$ cat src/rtl/mc_control_unit_pkg.sv
// Shared types and encodings for the multi-cycle RV32I main controller.
package mc_control_unit_pkg;

  typedef enum logic [3:0] {
    S_FETCH      = 4'd0,
    S_FETCH_WAIT = 4'd1,
    S_DECODE     = 4'd2,
    S_EXEC       = 4'd3,
    S_ALU_WB     = 4'd4,
    S_MEM_ADDR   = 4'd5,
    S_MEM_REQ    = 4'd6,
    S_MEM_WAIT   = 4'd7,
    S_MEM_WB     = 4'd8,
    S_BRANCH     = 4'd9,
    S_JUMP       = 4'd10,
    S_TRAP       = 4'd11
  } state_e;

  localparam logic [6:0] OPC_OP     = 7'b0110011;
  localparam logic [6:0] OPC_OP_IMM = 7'b0010011;
  localparam logic [6:0] OPC_LUI    = 7'b0110111;
  localparam logic [6:0] OPC_AUIPC  = 7'b0010111;
  localparam logic [6:0] OPC_LOAD   = 7'b0000011;
  localparam logic [6:0] OPC_STORE  = 7'b0100011;
  localparam logic [6:0] OPC_BRANCH = 7'b1100011;
  localparam logic [6:0] OPC_JAL    = 7'b1101111;
  localparam logic [6:0] OPC_JALR   = 7'b1100111;
  localparam logic [6:0] OPC_FENCE  = 7'b0001111;

  localparam logic [1:0] PC_SRC_PC4  = 2'b00;
  localparam logic [1:0] PC_SRC_ALU  = 2'b01;
  localparam logic [1:0] PC_SRC_TRAP = 2'b10;

  localparam logic [1:0] WB_ALU = 2'b00;
  localparam logic [1:0] WB_MEM = 2'b01;
  localparam logic [1:0] WB_PC4 = 2'b10;

  localparam logic [1:0] SRC_A_RS1    = 2'b00;
  localparam logic [1:0] SRC_A_OLD_PC = 2'b01;
  localparam logic [1:0] SRC_A_ZERO   = 2'b10;

  localparam logic [1:0] SRC_B_RS2  = 2'b00;
  localparam logic [1:0] SRC_B_IMM  = 2'b01;
  localparam logic [1:0] SRC_B_FOUR = 2'b10;

  localparam logic [1:0] ALU_OP_ADD   = 2'b00;
  localparam logic [1:0] ALU_OP_CMP   = 2'b01;
  localparam logic [1:0] ALU_OP_RTYPE = 2'b10;
  localparam logic [1:0] ALU_OP_ITYPE = 2'b11;

  localparam logic [1:0] CAUSE_NONE    = 2'b00;
  localparam logic [1:0] CAUSE_ILLEGAL = 2'b01;
  localparam logic [1:0] CAUSE_TIMEOUT = 2'b10;

endpackage

$ cat src/rtl/mc_control_unit_if.sv
// Shared instruction/data memory port handshake between controller and memory.
interface mc_control_unit_if;
  logic mem_req_o;
  logic mem_we_o;
  logic iord_o;
  logic mem_gnt_i;
  logic mem_rvalid_i;

  modport master (output mem_req_o, mem_we_o, iord_o, input mem_gnt_i, mem_rvalid_i);
  modport slave  (input mem_req_o, mem_we_o, iord_o, output mem_gnt_i, mem_rvalid_i);
endinterface

$ cat src/rtl/mc_control_unit_timeout.sv
// Saturating wait-state counter; expired_o flags the last permitted cycle.
module mc_timeout_counter #(
  parameter int unsigned TIMEOUT_CYCLES = 16
) (
  input  logic clk_i,
  input  logic rst_ni,
  input  logic clear_i,
  input  logic enable_i,
  output logic expired_o
);

  if (TIMEOUT_CYCLES == 0) begin : g_off
    logic unused_inputs;
    assign unused_inputs = ^{clk_i, rst_ni, clear_i, enable_i};
    assign expired_o     = 1'b0;
  end else begin : g_on
    localparam int unsigned CW = (TIMEOUT_CYCLES > 1) ? $clog2(TIMEOUT_CYCLES) : 1;
    localparam logic [CW-1:0] LIMIT = CW'(TIMEOUT_CYCLES - 1);

    logic [CW-1:0] cnt_d, cnt_q;

    always_comb begin
      cnt_d = cnt_q;
      if (clear_i) begin
        cnt_d = '0;
      end else if (enable_i && (cnt_q != LIMIT)) begin
        cnt_d = cnt_q + CW'(1);
      end
    end

    always_ff @(posedge clk_i or negedge rst_ni) begin
      if (!rst_ni) cnt_q <= '0;
      else         cnt_q <= cnt_d;
    end

    assign expired_o = enable_i && (cnt_q == LIMIT);
  end

endmodule

$ cat src/rtl/mc_control_unit.sv
// Multi-cycle RV32I main controller: sequences fetch/decode/execute/memory/writeback
// over a shared memory port and traps on illegal opcodes and bus timeouts.
module mc_control_unit
  import mc_control_unit_pkg::*;
#(
  parameter int unsigned TIMEOUT_CYCLES = 16,
  parameter int unsigned ALU_OP_W       = 2
) (
  input  logic                clk_i,
  input  logic                rst_ni,
  input  logic [31:0]         instr_i,
  mc_control_unit_if.master   mem,
  input  logic                branch_taken_i,
  output logic                ir_write_o,
  output logic                pc_write_o,
  output logic [1:0]          pc_src_o,
  output logic                reg_write_o,
  output logic [1:0]          wb_sel_o,
  output logic [1:0]          alu_src_a_o,
  output logic [1:0]          alu_src_b_o,
  output logic [ALU_OP_W-1:0] alu_op_o,
  output logic                trap_o,
  output logic [1:0]          trap_cause_o,
  output logic [3:0]          state_o
);

  state_e     state_d, state_q;
  logic [1:0] trap_cause_d, trap_cause_q;
  logic [6:0] opcode;
  logic       wait_state, expired;
  logic       mem_req, mem_we, iord;
  logic       unused_instr;

  assign opcode       = instr_i[6:0];
  assign unused_instr = ^instr_i[31:7];
  assign wait_state   = (state_q == S_FETCH)    || (state_q == S_FETCH_WAIT) ||
                        (state_q == S_MEM_REQ)  || (state_q == S_MEM_WAIT);

  mc_timeout_counter #(
    .TIMEOUT_CYCLES(TIMEOUT_CYCLES)
  ) u_timeout (
    .clk_i    (clk_i),
    .rst_ni   (rst_ni),
    .clear_i  (state_d != state_q),
    .enable_i (wait_state),
    .expired_o(expired)
  );

  // Awaited handshake events are tested before expiry so a coincident event wins.
  always_comb begin
    state_d      = state_q;
    trap_cause_d = trap_cause_q;
    unique case (state_q)
      S_FETCH: begin
        if (mem.mem_gnt_i)  state_d = S_FETCH_WAIT;
        else if (expired) begin state_d = S_TRAP; trap_cause_d = CAUSE_TIMEOUT; end
      end
      S_FETCH_WAIT: begin
        if (mem.mem_rvalid_i) state_d = S_DECODE;
        else if (expired) begin state_d = S_TRAP; trap_cause_d = CAUSE_TIMEOUT; end
      end
      S_DECODE: begin
        unique case (opcode)
          OPC_OP, OPC_OP_IMM, OPC_LUI, OPC_AUIPC: state_d = S_EXEC;
          OPC_LOAD, OPC_STORE:                    state_d = S_MEM_ADDR;
          OPC_BRANCH:                             state_d = S_BRANCH;
          OPC_JAL, OPC_JALR:                      state_d = S_JUMP;
          OPC_FENCE:                              state_d = S_FETCH;
          default: begin state_d = S_TRAP; trap_cause_d = CAUSE_ILLEGAL; end
        endcase
      end
      S_EXEC:     state_d = S_ALU_WB;
      S_MEM_ADDR: state_d = S_MEM_REQ;
      S_MEM_REQ: begin
        if (mem.mem_gnt_i) state_d = (opcode == OPC_STORE) ? S_FETCH : S_MEM_WAIT;
        else if (expired) begin state_d = S_TRAP; trap_cause_d = CAUSE_TIMEOUT; end
      end
      S_MEM_WAIT: begin
        if (mem.mem_rvalid_i) state_d = S_MEM_WB;
        else if (expired) begin state_d = S_TRAP; trap_cause_d = CAUSE_TIMEOUT; end
      end
      default: state_d = S_FETCH;
    endcase
  end

  always_ff @(posedge clk_i or negedge rst_ni) begin
    if (!rst_ni) begin
      state_q      <= S_FETCH;
      trap_cause_q <= CAUSE_NONE;
    end else begin
      state_q      <= state_d;
      trap_cause_q <= trap_cause_d;
    end
  end

  // Decode is gated by rst_ni so every output reads zero while reset is held.
  always_comb begin
    mem_req     = 1'b0;
    mem_we      = 1'b0;
    iord        = 1'b0;
    ir_write_o  = 1'b0;
    pc_write_o  = 1'b0;
    pc_src_o    = PC_SRC_PC4;
    reg_write_o = 1'b0;
    wb_sel_o    = WB_ALU;
    alu_src_a_o = SRC_A_RS1;
    alu_src_b_o = SRC_B_RS2;
    alu_op_o    = ALU_OP_W'(ALU_OP_ADD);
    trap_o      = 1'b0;
    if (rst_ni) begin
      unique case (state_q)
        S_FETCH: mem_req = 1'b1;
        S_FETCH_WAIT: begin
          ir_write_o = mem.mem_rvalid_i;
          pc_write_o = mem.mem_rvalid_i;
        end
        S_DECODE: begin
          alu_src_a_o = SRC_A_OLD_PC;
          alu_src_b_o = SRC_B_IMM;
        end
        S_EXEC: begin
          unique case (opcode)
            OPC_OP:     alu_op_o = ALU_OP_W'(ALU_OP_RTYPE);
            OPC_OP_IMM: begin alu_src_b_o = SRC_B_IMM; alu_op_o = ALU_OP_W'(ALU_OP_ITYPE); end
            OPC_LUI:    begin alu_src_a_o = SRC_A_ZERO;   alu_src_b_o = SRC_B_IMM; end
            OPC_AUIPC:  begin alu_src_a_o = SRC_A_OLD_PC; alu_src_b_o = SRC_B_IMM; end
            default: ;
          endcase
        end
        S_ALU_WB:   reg_write_o = 1'b1;
        S_MEM_ADDR: alu_src_b_o = SRC_B_IMM;
        S_MEM_REQ: begin
          mem_req = 1'b1;
          iord    = 1'b1;
          mem_we  = (opcode == OPC_STORE);
        end
        S_MEM_WB: begin
          reg_write_o = 1'b1;
          wb_sel_o    = WB_MEM;
        end
        S_BRANCH: begin
          alu_op_o   = ALU_OP_W'(ALU_OP_CMP);
          pc_write_o = branch_taken_i;
          pc_src_o   = PC_SRC_ALU;
        end
        S_JUMP: begin
          reg_write_o = 1'b1;
          wb_sel_o    = WB_PC4;
          pc_write_o  = 1'b1;
          pc_src_o    = PC_SRC_ALU;
          if (opcode == OPC_JALR) alu_src_b_o = SRC_B_IMM;
        end
        S_TRAP: begin
          trap_o     = 1'b1;
          pc_write_o = 1'b1;
          pc_src_o   = PC_SRC_TRAP;
        end
        default: ;
      endcase
    end
  end

  assign mem.mem_req_o = mem_req;
  assign mem.mem_we_o  = mem_we;
  assign mem.iord_o    = iord;
  assign trap_cause_o  = trap_cause_q;
  assign state_o       = state_q;

endmodule

$ cat src/flat_wrapper.sv
// flat-port wrapper written by rule: the top's interface ports become plain ports
module mc_control_unit_flat import mc_control_unit_pkg::*;
#(
  parameter int unsigned TIMEOUT_CYCLES = 16,
  parameter int unsigned ALU_OP_W       = 2
)
  (clk_i, rst_ni, instr_i, branch_taken_i, ir_write_o, pc_write_o, pc_src_o, reg_write_o, wb_sel_o, alu_src_a_o, alu_src_b_o, alu_op_o, trap_o, trap_cause_o, state_o, mem_mem_req_o, mem_mem_we_o, mem_iord_o, mem_mem_gnt_i, mem_mem_rvalid_i);
  mc_control_unit_if mem_i ();
  input  logic clk_i;
  input  logic rst_ni;
  input  logic [31:0] instr_i;
  input  logic branch_taken_i;
  output logic ir_write_o;
  output logic pc_write_o;
  output logic [1:0] pc_src_o;
  output logic reg_write_o;
  output logic [1:0] wb_sel_o;
  output logic [1:0] alu_src_a_o;
  output logic [1:0] alu_src_b_o;
  output logic [ALU_OP_W-1:0] alu_op_o;
  output logic trap_o;
  output logic [1:0] trap_cause_o;
  output logic [3:0] state_o;
  output wire logic [$bits(mem_i.mem_req_o)-1:0] mem_mem_req_o;
  output wire logic [$bits(mem_i.mem_we_o)-1:0] mem_mem_we_o;
  output wire logic [$bits(mem_i.iord_o)-1:0] mem_iord_o;
  input wire logic [$bits(mem_i.mem_gnt_i)-1:0] mem_mem_gnt_i;
  input wire logic [$bits(mem_i.mem_rvalid_i)-1:0] mem_mem_rvalid_i;
  assign mem_mem_req_o = mem_i.mem_req_o;
  assign mem_mem_we_o = mem_i.mem_we_o;
  assign mem_iord_o = mem_i.iord_o;
  assign mem_i.mem_gnt_i = mem_mem_gnt_i;
  assign mem_i.mem_rvalid_i = mem_mem_rvalid_i;
  mc_control_unit #(.TIMEOUT_CYCLES(TIMEOUT_CYCLES), .ALU_OP_W(ALU_OP_W)) u_core (.clk_i(clk_i), .rst_ni(rst_ni), .instr_i(instr_i), .mem(mem_i), .branch_taken_i(branch_taken_i), .ir_write_o(ir_write_o), .pc_write_o(pc_write_o), .pc_src_o(pc_src_o), .reg_write_o(reg_write_o), .wb_sel_o(wb_sel_o), .alu_src_a_o(alu_src_a_o), .alu_src_b_o(alu_src_b_o), .alu_op_o(alu_op_o), .trap_o(trap_o), .trap_cause_o(trap_cause_o), .state_o(state_o));
endmodule
$ cat config.mk
export PLATFORM = sky130hd
export DESIGN_NAME = mc_control_unit_flat
export DESIGN_NICKNAME = d
export VERILOG_FILES = /design/src/rtl/mc_control_unit_pkg.sv /design/src/rtl/mc_control_unit_if.sv /design/src/rtl/mc_control_unit_timeout.sv /design/src/rtl/mc_control_unit.sv /design/src/flat_wrapper.sv
export SDC_FILE = /design/constraint.sdc
export NUM_CORES = 1
export LEC_CHECK = 0
export CORE_MARGIN = 2
export CORE_UTILIZATION = 40
export DETAILED_ROUTE_END_ITERATION = 8
export MAX_ROUTING_LAYER = met4
export PLACE_DENSITY_LB_ADDON = 0.15
export SLEW_MARGIN = 20
export SYNTH_ARGS = -nofsm -noshare
export SYNTH_HDL_FRONTEND = slang
export SYNTH_SLANG_ARGS = --single-unit
$ cat constraint.sdc
create_clock -name clk_i -period 2.71 [get_ports clk_i]
set_clock_uncertainty 0.2 [all_clocks]
set_input_delay 0.542 -clock clk_i [delete_from_list [all_inputs] [get_ports clk_i]]
set_output_delay 0.542 -clock clk_i [all_outputs]
set_load 0.005 [all_outputs]
==> flow_metrics.tcl <==
set metrics [dict create \
    r2r_slack_ps 310 \
    rr_worst_depth 6 \
    final_nets 262 \
    n_antenna_cell 0 \
    cts_htree_levels 1 \
    vias 1475 \
    first_pass_iters 4 \
    rows 19 \
    worst_pin_slew_ps 682.4 \
    startpoint_type "primary input" \
    required_ps 1970 \
    synth_edf_count 0 \
    routed_wl_um 3820 \
    place_inst 245 \
    fin_ws_ps 65.32 \
    finalSetupViolCount 0 \
    stdcell_count 253 \
    ys.flop_type "dfrtp_1" \
    grtUsageTotal_pct 25.12 \
    dieArea_mm2 0.003303 \
    cts.sinks 10 \
    yosysUniqueCellTypes 48 \
    place_congestion 0.8891 \
    die_y_um 57.47 \
    route.detailed.drc 0 \
    startpoint "instr_i[4]" \
    overflow 0 \
    path_class "primary input to output pin" \
    synth-simple-area-share_pct 38.84 \
    tritoncts "done" \
    numCtsBuffers 3 \
    grt_pass1_wl_um 6361 \
    fmax_ghz 0.3781 \
    async_reset_ff_share_pct 100.0 \
    start_util_pct 41.83 \
    whs_ps 111.7 \
    arrival_ps 1900 \
    ys_seq_area_share_pct 21.88 \
    ys_ff_latch 10 \
    syn_area_per_cell_um2 7.331 \
    fin_tns_setup_ps 0 \
    synthesis.instances 156 \
    vdd_ir_drop_max_uv 852.7 \
    io_pins 60 \
    regArea_um2 250.2 \
    clock_latency_ps 260 \
    antenna_found_initial 0 \
    r2r-start "u_core.state_o[2]$_DFF_PN0_" \
    crit_path_max_fanout 2 \
    pre_cts_slack_ps -597.2 \
    post-route-period-util_pct 97.59 \
    hold_viol_final 0 \
    power_per_cell_area_mw_per_mm2 726.2 \
    cap_violations 0 \
    via_per_inst 5.830 \
    synthAdderAreaFrac_pct 1.094 \
    multi_input_area_um2 890.9 \
    synthMuxAreaShare_pct 2.735 \
    wire_per_inst_um 15.10 \
    drt_iter0_markers 71 \
    area_delta_synth_final_pct 65.43 \
    antenna_left 0 \
    core_mm2 0.002734 \
    cts.clk_slew.worst_paths_ps 60 \
    grt_start_max_net_pins 21 \
    clockBufferDepth 2 \
    yosys-top-cells-area "dfrtp_1, nand2_1, a21oi_1, nor2_1, o21ai_0" \
    dp_hpwl_um 2759 \
    postLayoutCellArea_mm2 0.001892 \
    slew_headroom_pct 54.09 \
    hold_class "primary input to asynchronous set/reset pin" \
    leakage_uw 0.0008559 \
    port_buffers 33 \
    synth_xor_area_share_pct 3.063 \
    nFillCells 241 \
    regToRegEndpoint "u_core.u_timeout.g_on.cnt_q[3]$_DFFE_PN0P_" \
    clockRootBuffer "clkbuf_4" \
    drive_gt1_share_pct 30.63 \
    syn-num-nets 194 \
    yosysTopAreaCellShare_pct 21.88 \
    setup.worst_path.end_class "output pin" \
    grt_pass1_vias 1400 \
    slew_viol_final 0 \
    placed_cell_area_mm2 0.001753 \
    synth_compound_area_share_pct 25.27 \
    die_w_um 57.47 \
    syn-cell-area_mm2 0.001144 \
    synth_top_family_by_area "simple AND/OR/NAND/NOR gates" \
    yosys.area.top_type "dfrtp_1" \
    yosysWarnings 0 \
    status "finished, final reports clean" \
    fin_crit_ps 2645 \
]
==> where the power goes <==
| part | total [µW] | leakage (µW) | internal, µW | switching [µW] |
|---|---|---|---|---|
| clock network | 100 | 0.0000138 | 51.3 | 49.1 |
| logic | 1050 | 0.000712 | 511 | 539 |
| registers | 223 | 0.000130 | 195 | 28.8 |
==> area by class of cell <==
cell class | instances | share of cell area (%)
clock buffer | 3 | 1.190
inverter | 10 | 2.381
multi-input combinational | 127 | 47.09
sequential | 10 | 13.23
tap | 31 | 2.050
timing repair buffer | 72 | 34.06
==> cells in the final DEF (no fill, tap or decap), types with 5 or more instances in the layout <==
master and instances:
o21ai_0 7, dlygate4sd2_1 7, dfrtp_1 10, nor2_1 12, buf_6 5, nand2_1 16, nor4_1 6, buf_4 32
inv_1 8, clkdlybuf4s50_1 17, a21oi_1 11
==> Yosys cell counts, types with 2 or more instances <==
cell and number:
xor2_1 3, buf_1 2, nor4b_1 4, buf_2 2, nor3_1 5, nor3b_1 3, o211ai_1 2, and2_1 2
a21o_1 2, nor2_1 14, mux2i_1 2, nor2b_1 4, nor4_1 6, inv_1 10, a21boi_0 2, and3_1 4
clkbuf_1 4, or2_2 2, a211oi_1 2, a21oi_1 11, nand2_1 16, nand2b_1 4, o22ai_1 3, o21ai_0 8
nand4_1 4, dfrtp_1 10, nand3_1 4
==> critical path, stage by stage <==
cell and delay [ps]:
dlygate4sd2_1 250, nand2b_4 140, o41a_1 400, o22ai_4 200
nand3_2 100, a21boi_2 140, buf_2 120
==> flip-flops by register name (all words and copies together) (netlist names) <==
signal and cells:
u_core.state_o 4, u_core.u_timeout.g_on.cnt_q 4, u_core.trap_cause_o 2
==> how the worst max path moves through the flow <==
stage	end	slack (ps)	cells past startpoint
2_1_floorplan	alu_src_b_o[0]	290	6
3_3_place_gp	alu_op_o[0]	-550	8
3_5_place_dp	alu_op_o[0]	-600	8
4_1_cts	alu_op_o[0]	3	8
5_1_grt	u_core.u_timeout.g_on.cnt_q[3]$_DFFE_PN0P_	-10	7
6_report	alu_src_b_o[0]	70	7
==> through the flow <==
stage	total power [µW]	utilization, %
2_1_floorplan	770.6	-
6_report	1374	69.20
5_1_grt	1478	69.20
4_1_cts	1311	67.41
3_5_place_dp	1191	64.12
3_3_place_gp	1174	64.12
==> metal layers <==
layer | wire length (µm) | vias to the layer above | GRT usage (%) | part of all wire (%)
li1 | - | 706 | - | -
met5 | 0 | - | - | 0
met1 | 1669 | 688 | 33.06 | 44
met3 | 255 | 7 | 5.896 | 6.7
met2 | 1853 | 74 | 38.64 | 49
met4 | 41 | 0 | 6.645 | 1.1
==> timing repair <==
action / in CTS / in global routing
endpoints found under the setup margin: 19 / 9
hold buffers: 0 / 0
pin swaps: 8 / 4
setup buffers: 3 / 2
resized for setup: 34 / 18
==> logic make-up after synthesis <==
family | count (synthesis)
simple gates | 77
compound gates | 41
buf+inv | 19
flops | 10
xor+xnor | 4
mux | 3
fa+ha+maj | 1
other cells | 1
No activity file was read; power rests on OpenSTA's default activity.
